$ cat src/rtl/uart_rx_fifo.sv
`timescale 1ns/1ps
`default_nettype none
// +----------------------------------------------------------------------------+
// | uart_rx_fifo : parametrised UART receiver (majority vote) with show-ahead   |
// |                FIFO, per-word parity/frame flags and sticky overrun         |
// | Revision     : 1.0                                                          |
// +----------------------------------------------------------------------------+
module uart_rx_fifo #(
   parameter int FCLK       = 50_000_000,
   parameter int BAUD       = 115_200,
   parameter int DATA_W     = 8,
   parameter int PARITY     = 0,
   parameter int STOP_BITS  = 1,
   parameter int FIFO_DEPTH = 4
) (
   input  logic                          clk50m,
   input  logic                          rst_n,
   input  logic                          rx,
   output logic [DATA_W-1:0]             rx_data,
   output logic                          rx_parity_err,
   output logic                          rx_frame_err,
   output logic                          rx_valid,
   input  logic                          rx_accept,
   output logic                          rx_overrun,
   input  logic                          clr_overrun,
   output logic                          rx_idle,
   output logic [$clog2(FIFO_DEPTH):0]   fifo_count
);

   localparam int c_DIV_RAW = FCLK / BAUD;
   localparam int c_DIV     = (c_DIV_RAW < 8) ? 8 : c_DIV_RAW;
   localparam int c_BCW     = $clog2(c_DIV);
   localparam int c_AW      = $clog2(FIFO_DEPTH);
   localparam int c_WW      = DATA_W + 2;

   localparam logic [c_BCW-1:0] c_BC_ONE  = c_BCW'(1);
   localparam logic [c_BCW-1:0] c_BC_LAST = c_BCW'(c_DIV - 1);
   localparam logic [c_BCW-1:0] c_BC_S0   = c_BCW'(c_DIV / 2 - 1);
   localparam logic [c_BCW-1:0] c_BC_S1   = c_BCW'(c_DIV / 2);
   localparam logic [c_BCW-1:0] c_BC_VOTE = c_BCW'(c_DIV / 2 + 1);
   localparam logic [c_AW-1:0]  c_PTR_ONE = c_AW'(1);
   localparam logic [c_AW:0]    c_CNT_ONE = (c_AW + 1)'(1);
   localparam logic [c_AW:0]    c_FULL    = (c_AW + 1)'(FIFO_DEPTH);
   localparam logic [3:0]       c_NDATA   = 4'(DATA_W);
   localparam logic [3:0]       c_NSTOP   = 4'(STOP_BITS - 1);
   localparam logic             c_ODD     = (PARITY == 2);

   typedef enum logic [2:0] {
      S_IDLE      = 3'd0,
      S_START     = 3'd1,
      S_DATA      = 3'd2,
      S_PARITY    = 3'd3,
      S_STOP      = 3'd4,
      S_WAIT_HIGH = 3'd5
   } state_t;

   state_t            r_state;
   logic              r_sync1, r_sync2;
   logic              r_smp0, r_smp1;
   logic [c_BCW-1:0]  r_bc;
   logic [3:0]        r_nbit;
   logic [DATA_W-1:0] r_shift;
   logic              r_perr, r_ferr;

   logic              w_rxs, w_vote, w_at_vote, w_bit_end;
   logic              w_push, w_ferr_new;
   logic [c_WW-1:0]   w_push_word;

   always_ff @(posedge clk50m or negedge rst_n) begin
      if (!rst_n) begin
         r_sync1 <= 1'b1;
         r_sync2 <= 1'b1;
      end else begin
         r_sync1 <= rx;
         r_sync2 <= r_sync1;
      end
   end

   assign w_rxs     = r_sync2;
   assign w_at_vote = (r_bc == c_BC_VOTE);
   assign w_bit_end = (r_bc == c_BC_LAST);
   // Third sample is the live synchronised line at the vote point.
   assign w_vote    = (r_smp0 & r_smp1) | (r_smp0 & w_rxs) | (r_smp1 & w_rxs);

   always_ff @(posedge clk50m or negedge rst_n) begin
      if (!rst_n) begin
         r_smp0 <= 1'b1;
         r_smp1 <= 1'b1;
      end else begin
         if (r_bc == c_BC_S0) r_smp0 <= w_rxs;
         if (r_bc == c_BC_S1) r_smp1 <= w_rxs;
      end
   end

   assign w_ferr_new  = r_ferr | ~w_vote;
   assign w_push      = (r_state == S_STOP) && w_at_vote && (r_nbit == c_NSTOP);
   assign w_push_word = {w_ferr_new, r_perr, r_shift};

   always_ff @(posedge clk50m or negedge rst_n) begin
      if (!rst_n) begin
         r_state <= S_IDLE;
         r_bc    <= '0;
         r_nbit  <= '0;
         r_shift <= '0;
         r_perr  <= 1'b0;
         r_ferr  <= 1'b0;
      end else begin
         r_bc <= w_bit_end ? '0 : r_bc + c_BC_ONE;
         case (r_state)
            S_IDLE: begin
               r_bc <= '0;
               if (!w_rxs) begin
                  r_state <= S_START;
                  r_nbit  <= '0;
                  r_perr  <= 1'b0;
                  r_ferr  <= 1'b0;
               end
            end
            S_START: begin
               if (w_at_vote && w_vote)
                  r_state <= S_IDLE;
               else if (w_bit_end)
                  r_state <= S_DATA;
            end
            S_DATA: begin
               if (w_at_vote) begin
                  r_shift <= {w_vote, r_shift[DATA_W-1:1]};
                  r_nbit  <= r_nbit + 4'd1;
               end
               if (w_bit_end && (r_nbit == c_NDATA)) begin
                  r_nbit  <= '0;
                  r_state <= (PARITY != 0) ? S_PARITY : S_STOP;
               end
            end
            S_PARITY: begin
               if (w_at_vote) r_perr <= (^r_shift) ^ w_vote ^ c_ODD;
               if (w_bit_end) r_state <= S_STOP;
            end
            S_STOP: begin
               if (w_at_vote) begin
                  r_ferr <= w_ferr_new;
                  // Leaving at mid-bit lets a following start bit arrive early.
                  if (r_nbit == c_NSTOP)
                     r_state <= (!w_ferr_new || w_rxs) ? S_IDLE : S_WAIT_HIGH;
                  else
                     r_nbit <= r_nbit + 4'd1;
               end
            end
            S_WAIT_HIGH: begin
               r_bc <= '0;
               if (w_rxs) r_state <= S_IDLE;
            end
            default: r_state <= S_IDLE;
         endcase
      end
   end

   assign rx_idle = (r_state == S_IDLE);

   logic [c_WW-1:0] r_mem [FIFO_DEPTH];
   logic [c_AW-1:0] r_wptr, r_rptr;
   logic [c_AW:0]   r_count;
   logic            r_ovr;
   logic            w_full, w_valid, w_pop, w_wr;
   logic [c_WW-1:0] w_head;

   assign w_full  = (r_count == c_FULL);
   assign w_valid = (r_count != '0);
   assign w_pop   = w_valid & rx_accept;
   assign w_wr    = w_push & (~w_full | w_pop);

   always_ff @(posedge clk50m) begin
      if (w_wr) r_mem[r_wptr] <= w_push_word;
   end

   always_ff @(posedge clk50m or negedge rst_n) begin
      if (!rst_n) begin
         r_wptr  <= '0;
         r_rptr  <= '0;
         r_count <= '0;
         r_ovr   <= 1'b0;
      end else begin
         if (w_wr)  r_wptr <= r_wptr + c_PTR_ONE;
         if (w_pop) r_rptr <= r_rptr + c_PTR_ONE;
         case ({w_wr, w_pop})
            2'b10:   r_count <= r_count + c_CNT_ONE;
            2'b01:   r_count <= r_count - c_CNT_ONE;
            default: r_count <= r_count;
         endcase
         if (w_push && w_full && !w_pop)
            r_ovr <= 1'b1;
         else if (clr_overrun)
            r_ovr <= 1'b0;
      end
   end

   assign w_head        = w_valid ? r_mem[r_rptr] : '0;
   assign rx_data       = w_head[DATA_W-1:0];
   assign rx_parity_err = w_head[DATA_W];
   assign rx_frame_err  = w_head[DATA_W+1];
   assign rx_valid      = w_valid;
   assign rx_overrun    = r_ovr;
   assign fifo_count    = r_count;

endmodule
`default_nettype wire
$ cat config.mk
export PLATFORM = sky130hd
export DESIGN_NAME = uart_rx_fifo
export DESIGN_NICKNAME = d
export VERILOG_FILES = /design/src/rtl/uart_rx_fifo.sv
export SDC_FILE = /design/constraint.sdc
export NUM_CORES = 1
export LEC_CHECK = 0
export BUFFER_PORTS_ARGS = -buffer_cell sky130_fd_sc_hd__buf_2
export CORE_MARGIN = 2
export CORE_UTILIZATION = 55
export DETAILED_ROUTE_END_ITERATION = 12
export HOLD_SLACK_MARGIN = 0.15
export PLACE_DENSITY = 0.73
export SLEW_MARGIN = 30
export SYNTH_ARGS = -nofsm -noshare
export SYNTH_HDL_FRONTEND = slang
export SYNTH_SLANG_ARGS = --single-unit
$ cat constraint.sdc
create_clock -name clk50m -period 4.5 [get_ports clk50m]
set_input_delay 0.675 -clock clk50m [delete_from_list [all_inputs] [get_ports clk50m]]
set_output_delay 0.675 -clock clk50m [all_outputs]
set_load 0.01 [all_outputs]
==> results_dict.tcl, run 1 <==
set metrics [dict create \
    antenna_found_initial 0 \
    critPathLaunchType "flip-flop" \
    vias 2003 \
    die_w_microns 85.6 \
    cts_hold_buf 0 \
    switchingPower_uw 373 \
    slowest_stage "dfrtp_1" \
    fin_hold_ws_ns 0.260 \
    drt-pass1-iter-count 4 \
    hold_class "input port to asynchronous set/reset pin" \
    tightest_slew_ns 0.734 \
    worstPathMaxFanout 12 \
    syn-num-nets 279 \
    p_int_uw 1130 \
    dieArea_sq_um 7330 \
    syn2layout_area_growth_pct 10.3 \
    core_area_sq_um 6390 \
    p_comb_share_pct 10.8 \
    cp_num_buf_inv 1 \
    yosys_warnings 0 \
    end_kind "primary output" \
    vias_per_cell 5.41 \
    arrival_ns 2.03 \
    rsz0062_at_grt "false" \
    timing.fmax_mhz 369 \
    ys_seq_area_share_pct 58.9 \
    slew_viol_final 0 \
    portBuffers 20 \
    critical_path.top_delay_family "flip-flops" \
    clkPwrFrac_pct 33.4 \
    cp_cell_sequence "mux4_2 > and2_1 > buf_2" \
    initial_core_util_pct 57.4 \
    mostFrequentLayoutCells "edfxtp_1, dfrtp_1, buf_2, and2_1, nand2_1" \
    synth_edf_count 40 \
    ys.flop_type "edfxtp_1" \
    final_common_cell "edfxtp_1" \
    finalCritPeriodShare_pct 60.2 \
    cts_buffer_depth 2 \
    setup_violations 0 \
    cts_root_buf "clkbuf_8" \
    worst_ep_required_time_ns 3.83 \
    slew_headroom_pct 50.6 \
    fin_crit_ns 2.71 \
    drtIter0Drc 104 \
    ant_nets 0 \
    critPathKind "flip-flop to primary output" \
    first_global_vias 1941 \
    status "completed" \
    cap_viol_max_count 0 \
    cts_buffers 9 \
    grt_util_all_layers_pct 17.1 \
    routedWlPerCell_microns 15.1 \
    synthCells 262 \
    num_rows 29 \
    ys_ff_latch 78 \
    final-hold-violation-count 0 \
    seq_area_sq_um 2160 \
    ys_types 55 \
    ctsResizeCount 0 \
    chipHeight_microns 85.6 \
    finalWirelength_mm 5.59 \
    p_leak_uw 0.00170 \
    tns_ns 0 \
    grt_pass1_wl_mm 9.52 \
    ir_drop_mv 0.264 \
    fill_cells 495 \
    multi_input_area_sq_um 1420 \
    antenna-diode-count 0 \
    post_cts_buffers 0 \
    clkSinkCount 78 \
    overflow 0 \
    clock_skew_ns 0.00768 \
    syn-cell-area_sq_um 3660 \
    cellPowerDensity_nw_per_um2 372 \
    postSynth.asyncResetShare_pct 48.7 \
    pwr-share-seq_pct 55.8 \
    clk_pin_slew_worst_paths_ns 0.07 \
    clock_latency_ns 0.33 \
    slowest_delay_ns 0.81 \
    syn_area_per_cell_sq_um 14.0 \
    final_nets 305 \
    place_hpwl_mm 3.74 \
    p_sw_share_pct 24.8 \
    cts_max_level 3 \
    ioPinCount 21 \
    drc 0 \
    gp_congestion 0.827 \
    cts_tree "built" \
    grt_max_degree 39 \
    drive_above_1_share_pct 24.6 \
    fin_util_pct 63.3 \
]
[path summary, 6_finish.rpt]
path                                       start                   endpoint  slack (ns)  cells past startpoint
setup / recovery           r_rptr[0]$_DFFE_PN0P_                 rx_data[2]        1.79                      3
hold / removal                             rst_n          r_bc[0]$_DFF_PN0_        0.26                      1
setup reg to reg               r_bc[0]$_DFF_PN0_  fifo_count[1]$_DFFE_PN0P_        2.03                     10
hold reg to reg                r_sync1$_DFF_PN1_          r_sync2$_DFF_PN1_        0.36                      0
max in group asynchronous                  rst_n         r_smp1$_DFFE_PN1N_        3.72                      2
min in group clk50m            r_sync1$_DFF_PN1_          r_sync2$_DFF_PN1_        0.36                      0
[power by group through the flow]
stage	Clock [uW]	Sequential, uW	Combinational [uW]
after floorplan	0	813	147
after global placement	0	855	156
after detailed placement	0	855	164
after CTS	520	841	163
after global routing	555	849	180
final	502	839	163
[per-layer routing]
| metal | vias to the layer above | share of wire, % | track usage (%) |
|---|---|---|---|
| li1 | 999 | - | - |
| met1 | 978 | 46 | 22.8 |
| met2 | 20 | 50 | 27.4 |
| met3 | 6 | 2.4 | 4.91 |
| met4 | 0 | 1.1 | 5.63 |
| met5 | - | 0 | 0 |
[synthesized netlist by cell type, types with 4 or more instances]
cell type	n	area (sq um)
edfxtp_1	40	1200
dfrtp_1	34	851
and2_1	17	106
nand2_1	16	60.1
nor2_1	15	56.3
inv_1	14	52.6
xnor2_1	12	105
ha_1	11	138
o21ai_0	11	55.1
mux4_2	10	225
xor2_1	10	87.6
mux2_2	8	90.1
nand3_1	5	25.0
a21oi_1	4	20.0
dfstp_2	4	105
[flip-flops by register name (all words and copies together) (netlist names)]
signal	flops
r_nbit	4
fifo_count	3
rx_overrun	1
r_ferr	1
r_smp1	1
r_sync1	1
r_rptr	2
r_mem	40
r_shift	8
r_smp0	1
r_state	3
r_sync2	1
r_wptr	2
r_bc	9
r_perr	1
[metrics by stage]
stage | setup WS (ns) | power (uW) | instances | instance area (sq um)
3_5_place_dp | 1.75 | 1020 | 353 | 3820
3_3_place_gp | 1.82 | 1010 | 353 | 3820
2_1_floorplan | 1.96 | 960 | 262 | 3660
6_report | 1.79 | 1500 | 370 | 4040
4_1_cts | 1.74 | 1520 | 369 | 4010
5_1_grt | 1.65 | 1580 | 370 | 4040
[logic make-up after synthesis]
logic type	share of synthesized area, %
DFF	58.9
xor gates and xnor gates	5.26
AOI/OAI and AO/OA	6.86
and+or+nand+nor	12.6
adders and majority gates	4.30
muxes	9.59
buffers and inverters	2.53
[cell type report]
cell class	count	share of cell area (%)
repair buffers	21	3.16
inverters	14	1.30
multi-input cells	164	35.0
flip-flops and latches	78	53.4
clock buffers	12	3.59
clock inverters	4	1.18
well taps	77	2.38
(Power assumes the default switching activity.)
==> run 2: changes to the inputs <==
- ABC_AREA: default -> 1
- PLACE_DENSITY: 0.73 -> 0.76
- clock period: 4.5 -> 2.22 ns (I/O delays scaled with it)
==> run 2 against run 1 <==
Against the previous run:
- largest power group unchanged
- sequential power is 91% higher
- clock skew up 0.0020 ns
- critical endpoint is now fifo_count[2]$_DFFE_PN0P_
- highest routed layer unchanged
- register-to-register slack got worse by 1.9 ns
- core utilization increased by 0.12 points
==> results_dict.tcl, run 2 <==
set metrics [dict create \
    final_nets 465 \
    ioPinCount 21 \
    cts_max_level 3 \
    ys_seq_area_share_pct 56.6 \
    syn-num-nets 429 \
    cts_buffer_depth 2 \
    top_regs "r_mem: 40 flops, r_bc: 9 flops, r_shift: 8 flops" \
    drt-pass1-iter-count 4 \
    cap_viol_max_count 0 \
    yosysTopAreaCell "edfxtp_1" \
    multi_input_area_sq_um 1440 \
    ir_drop_mv 0.370 \
    holdPathStages 2 \
    mostFrequentLayoutCells "nand2_1, nor2_1, inv_1, edfxtp_1, dfrtp_1" \
    final-hold-violation-count 0 \
    ys.flop_type "edfxtp_1" \
    clk_pin_slew_worst_paths_ns 0.09 \
    ys_types 30 \
    synth_top_area_share_pct 31.5 \
    drive_above_1_share_pct 18.1 \
    top_usage_layer "met2" \
    drc 0 \
    clock_skew_ns 0.00970 \
    vias 2744 \
    antenna-diode-count 0 \
    cp_cell_sequence "inv_1 > ha_1 > nand2_1 > nor2_1 > nand2_2 > inv_2 > nand3_2 > ha_1 > inv_1 > fa_1 > a21oi_1 > o21ai_0 > xor2_1" \
    setup_slack_ns 0.160 \
    grtUsageMet2_pct 36.1 \
    die_w_microns 87.3 \
    num_rows 30 \
    end_kind "flip-flop" \
    ctsResizeCount 0 \
    finalCritPeriodShare_pct 92.8 \
    routedWlPerCell_microns 13.2 \
    use_met3_pct 3.60 \
    slew_viol_final 0 \
    critPathKind "flip-flop to flip-flop" \
    tns_ns 0 \
    first_global_vias 2706 \
    initial_core_util_pct 56.4 \
    hold_class "input port to flip-flop" \
    clkSinkCount 78 \
    grt_pass1_wl_mm 11.6 \
    worstPathMaxFanout 4 \
    grt_max_degree 39 \
    portBuffers 20 \
    timing.fmax_mhz 485 \
    cellPowerDensity_nw_per_um2 847 \
    drtIter0Drc 115 \
    worst_ep_required_time_ns 2.45 \
    fin_crit_ns 2.06 \
    ant_nets 0 \
    chipHeight_microns 87.3 \
    critPathLaunchType "flip-flop" \
    rsz0062_at_grt "false" \
    top_register "r_mem" \
    cts_root_buf "clkbuf_8" \
    gp_congestion 0.825 \
    slew_headroom_pct 66.3 \
    largest_register_ffs 40 \
    seq_area_sq_um 2160 \
    ys_ff_latch 78 \
    core_area_sq_um 6760 \
    p_leak_uw 0.00195 \
    fill_cells 581 \
    overflow 0 \
    postSynth.asyncResetShare_pct 48.7 \
    yosys_warnings 0 \
    slowest_delay_ns 0.40 \
    use_met1_pct 22.9 \
    antenna_found_initial 0 \
    layout.cells.non_filler 533 \
    syn2layout_area_growth_pct 12.3 \
    cts_buffers 9 \
    clock_latency_ns 0.35 \
    dp_cells 514 \
    yosys-top-cells-count "nand2_1, nor2_1, inv_1" \
    dieArea_sq_um 7620 \
    synthTopCellsByArea "edfxtp_1, dfrtp_1, nand2_1" \
    vias_per_cell 5.15 \
    cts_tree "built" \
    yosysMostFrequentCell "nand2_1" \
    synthCells 412 \
    ff2ff_path_depth 13 \
    grt_util_all_layers_pct 20.0 \
    finalWirelength_mm 7.02 \
    slowest_stage "dfrtp_1" \
    syn_area_per_cell_sq_um 9.26 \
    synth_edf_count 40 \
    tightest_slew_ns 0.504 \
    final_common_cell "nand2_1" \
    place_hpwl_mm 4.75 \
    setup_violations 0 \
    arrival_ns 2.29 \
    syn-cell-area_sq_um 3810 \
    status "completed" \
    preCtsSetupSlack_ns 0.135 \
]
## run 2: kinds of logic (layout without fill, tap and decap cells)
kind of cell / after synthesis / count (layout) / share of synthesized area (%)
AND/OR/NAND/NOR: 199 / 199 / 23.1
flip-flops: 78 / 78 / 56.6
AO/OA/AOI/OAI: 58 / 58 / 8.40
buffers and inverters: 56 / 97 / 5.71
adder cells (fa/ha/maj): 12 / 12 / 4.13
XOR/XNOR: 9 / 9 / 2.07
## run 2: layout make-up
| class | instances | area share, % |
|---|---|---|
| Sequential cell | 78 | 50.4 |
| Tap cell | 80 | 2.34 |
| Clock buffer | 9 | 2.89 |
| Clock inverter | 7 | 1.84 |
| Timing Repair Buffer | 33 | 4.79 |
| Multi-Input combinational cell | 278 | 33.6 |
| Inverter | 48 | 4.21 |
## run 2: metrics by stage
| stage | util [%] | cell area (sq um) | hold slack, ns | total power (uW) |
|---|---|---|---|---|
| detailed placement | 60.0 | 4050 | 0.350 | 2590 |
| floorplan | - | 3810 | 0.0374 | 2260 |
| global placement | 60.0 | 4050 | 0.348 | 2550 |
| global route | 63.4 | 4280 | 0.225 | 3840 |
| finish | 63.4 | 4280 | 0.212 | 3630 |
| CTS | 63.3 | 4270 | 0.200 | 3660 |
## run 2: routing by layer
metal	up-vias	wire length (microns)
met1	1274	3040
met4	0	150
met2	56	3600
met3	15	222
met5	-	0
li1	1399	-
## run 2: timing repair
action,CTS,global route
buffers inserted,0,1
endpoints found under the hold margin,35,0
hold buffers,2,0
endpoints found under the setup margin,0,1
## run 2: report_power, final
group	total [uW]	internal (uW)	switching, uW
Combinational	952	359	592
Sequential	1600	1560	37.6
Clock	1080	531	546
Total	3630	2450	1180
## run 2: worst paths after layout
| path | from | endpoint | slack, ns |
|---|---|---|---|
| min in group asynchronous | rst_n | fifo_count[0]$_DFFE_PN0P_ | 0.49 |
| hold / removal | clr_overrun | rx_overrun$_DFFE_PN0P_ | 0.21 |
| setup reg to reg | r_bc[0]$_DFF_PN0_ | fifo_count[2]$_DFFE_PN0P_ | 0.16 |
| setup / recovery | r_bc[0]$_DFF_PN0_ | fifo_count[2]$_DFFE_PN0P_ | 0.16 |
| max in group asynchronous | rst_n | r_smp0$_DFFE_PN1N_ | 1.37 |
| hold reg to reg | r_sync1$_DFF_PN1_ | r_sync2$_DFF_PN1_ | 0.36 |
## run 2: critical path: cells and delay by family, from the launching register on
kind,cells,cell delay [ns]
AO/OA/AOI/OAI,2,0.25
XOR/XNOR,1,0.15
AND/OR/NAND/NOR,4,0.26
buffers and inverters,3,0.19
adder cells (fa/ha/maj),3,0.71
flip-flops,1,0.40
==> run 3: changes to the inputs <==
- CORE_UTILIZATION: 55 -> 49
- PLACE_DENSITY: 0.76 -> 0.69
==> run 3 against run 2 <==
Against the previous run:
- maximum frequency fell by 1.5%
- cell count rose by 4.1%
- global-route usage fell by 2.2 points
- first-iteration DRC count rose by 77%
- power rose by 0.38%
- sequential cell count did not move
- routed wire length fell by 1.6%
- non-clock buffer count did not move
- design area rose by 0.70%
- sequential share of layout area fell by 0.35 points
- die area rose by 12%
- largest power group unchanged
==> results_dict.tcl, run 3 (synthesis results as in run 2) <==
set metrics [dict create \
    status "completed" \
    regToRegStartpoint "r_bc[0]$_DFF_PN0_" \
    dieArea_sq_um 8500 \
    cts_tree "built" \
    timing.fmax_mhz 478 \
    cts_max_level 3 \
    p_comb_share_pct 26.0 \
    final-hold-violation-count 0 \
    syn2layout_area_growth_pct 13.1 \
    top_regs "r_mem: 40 flops, r_bc: 9 flops, r_shift: 8 flops" \
    drive_above_1_share_pct 18.1 \
    clk_pin_slew_worst_paths_ns 0.08 \
    placed_cell_area_sq_um 4080 \
    p_sw_share_pct 32.6 \
    arrival_ns 2.32 \
    critical_path.top_delay_family "adder cells" \
    setup_violations 0 \
    vias_per_cell 4.90 \
    grt_max_degree 39 \
    worst_ep_required_time_ns 2.45 \
    hold_end "rx_overrun$_DFFE_PN0P_" \
    overflow 0 \
    critPathKind "flip-flop to flip-flop" \
    ant_nets 0 \
    clock_latency_ns 0.35 \
    core_area_sq_um 7650 \
    antenna-diode-count 0 \
    reg2reg_to "fifo_count[2]$_DFFE_PN0P_" \
    cap_viol_max_count 0 \
    cts_buffers 9 \
    finalCritPeriodShare_pct 94.2 \
    end_kind "flip-flop" \
    top_register "r_mem" \
    finalWirelength_mm 6.90 \
    largest_register_ffs 40 \
    slowest_stage "dfrtp_1" \
    cellPowerDensity_nw_per_um2 844 \
    fin_hold_ws_ns 0.205 \
    p_int_uw 2450 \
    portBuffers 20 \
    die_w_microns 92.2 \
    pwr-share-seq_pct 43.9 \
    final_common_cell "nand2_1" \
    cp_cell_sequence "inv_1 > ha_1 > nand2_1 > nor2_1 > nand2_2 > inv_2 > nand3_2 > ha_1 > inv_1 > fa_1 > a21oi_1 > o21ai_1 > xor2_1" \
    mostFrequentLayoutCells "nand2_1, nor2_1, inv_1, edfxtp_1, dfrtp_1" \
    grt_pass1_wl_mm 11.8 \
    cp_num_buf_inv 3 \
    clock_skew_ns 0.00861 \
    grt_util_all_layers_pct 17.8 \
    drc 0 \
    rrSetupSlack_ns 0.13 \
    final_nets 465 \
    tightest_slew_ns 0.535 \
    vias 2722 \
    hold_class "input port to flip-flop" \
    crit_start "r_bc[0]$_DFF_PN0_" \
    clkPwrFrac_pct 30.2 \
    worstSetupPathDepth 13 \
    cts_root_buf "clkbuf_8" \
    clkSinkCount 78 \
    initial_core_util_pct 49.9 \
    ff2ff_path_depth 13 \
    first_global_vias 2570 \
    chipHeight_microns 92.2 \
    fill_cells 651 \
    switchingPower_uw 1190 \
    drtIter0Drc 204 \
    fin_crit_ns 2.09 \
    cts_buffer_depth 2 \
    critPathLaunchType "flip-flop" \
    routedWlPerCell_microns 12.4 \
    slowest_delay_ns 0.41 \
    finalInstanceArea_sq_um 4310 \
    antenna_found_initial 0 \
    num_rows 32 \
    slew_headroom_pct 64.3 \
    drt-pass1-iter-count 4 \
    holdPathStages 2 \
    place_hpwl_mm 4.66 \
    hp-start "clr_overrun" \
    ioPinCount 21 \
    ir_drop_mv 0.324 \
    gp_congestion 0.806 \
    p_leak_uw 0.00195 \
    worstPathMaxFanout 5 \
    slew_viol_final 0 \
]
run 3: what timing repair did:
item,CTS,global route
hold endpoints to repair,35,0
hold buffers,2,0
resized for setup,0,1
setup buffers,0,1
endpoints found under the setup margin,0,1
run 3: power by group through the flow:
stage                     logic, uW  clock network [uW]  registers (uW)
after floorplan                 613                   0            1640
final                           945                1100            1600
after global routing           1060                1200            1610
after detailed placement        951                   0            1630
after CTS                       956                1120            1600
after global placement          936                   0            1630
run 3: routing by layer:
layer	vias to the layer above	global-route usage, %	wire length, microns	share of wire [%]
met2	29	30.4	3440	50
met4	0	5.22	70	1.0
met1	1284	22.7	3200	46
met3	5	4.19	194	2.8
li1	1404	-	-	-
met5	-	0	0	0
run 3: worst register-to-register path: stages (launching register included):
cell and delay, ns:
dfrtp_1 0.41, inv_1 0.09, ha_1 0.20, nand2_1 0.06, nor2_1 0.06, nand2_2 0.08, inv_2 0.06, nand3_2 0.07
ha_1 0.14, inv_1 0.06, fa_1 0.38, a21oi_1 0.15, o21ai_1 0.08, xor2_1 0.14
run 3: worst max-delay path by stage:
stage | endpoint | slack, ns
after floorplan | fifo_count[2]$_DFFE_PN0P_ | 0.13
after global placement | fifo_count[2]$_DFFE_PN0P_ | 0.18
after detailed placement | fifo_count[2]$_DFFE_PN0P_ | 0.12
after CTS | fifo_count[2]$_DFFE_PN0P_ | 0.1
after global routing | fifo_count[2]$_DFFE_PN0P_ | -0.002
final | fifo_count[2]$_DFFE_PN0P_ | 0.13
run 3: cell type report:
cell class	instances	area [sq um]	area share, %
Clock buffer	9	124	2.87
Sequential cell	78	2160	50.0
Multi-Input combinational cell	278	1440	33.4
Clock inverter	7	81.3	1.89
Timing Repair Buffer	33	205	4.76
Tap cell	102	128	2.96
Inverter	48	180	4.18
run 3: through the flow:
stage                     total power [uW]  setup WS, ns  util, %  setup TNS (ns)  instances
after detailed placement              2580         0.118     53.3               0        536
final                                 3640         0.129     56.4               0        555
after global routing                  3870      -0.00229     56.4        -0.00229        555
after global placement                2560         0.183     53.3               0        536
after floorplan                       2260         0.127        -               0        412
after CTS                             3670        0.0979     56.3               0        554
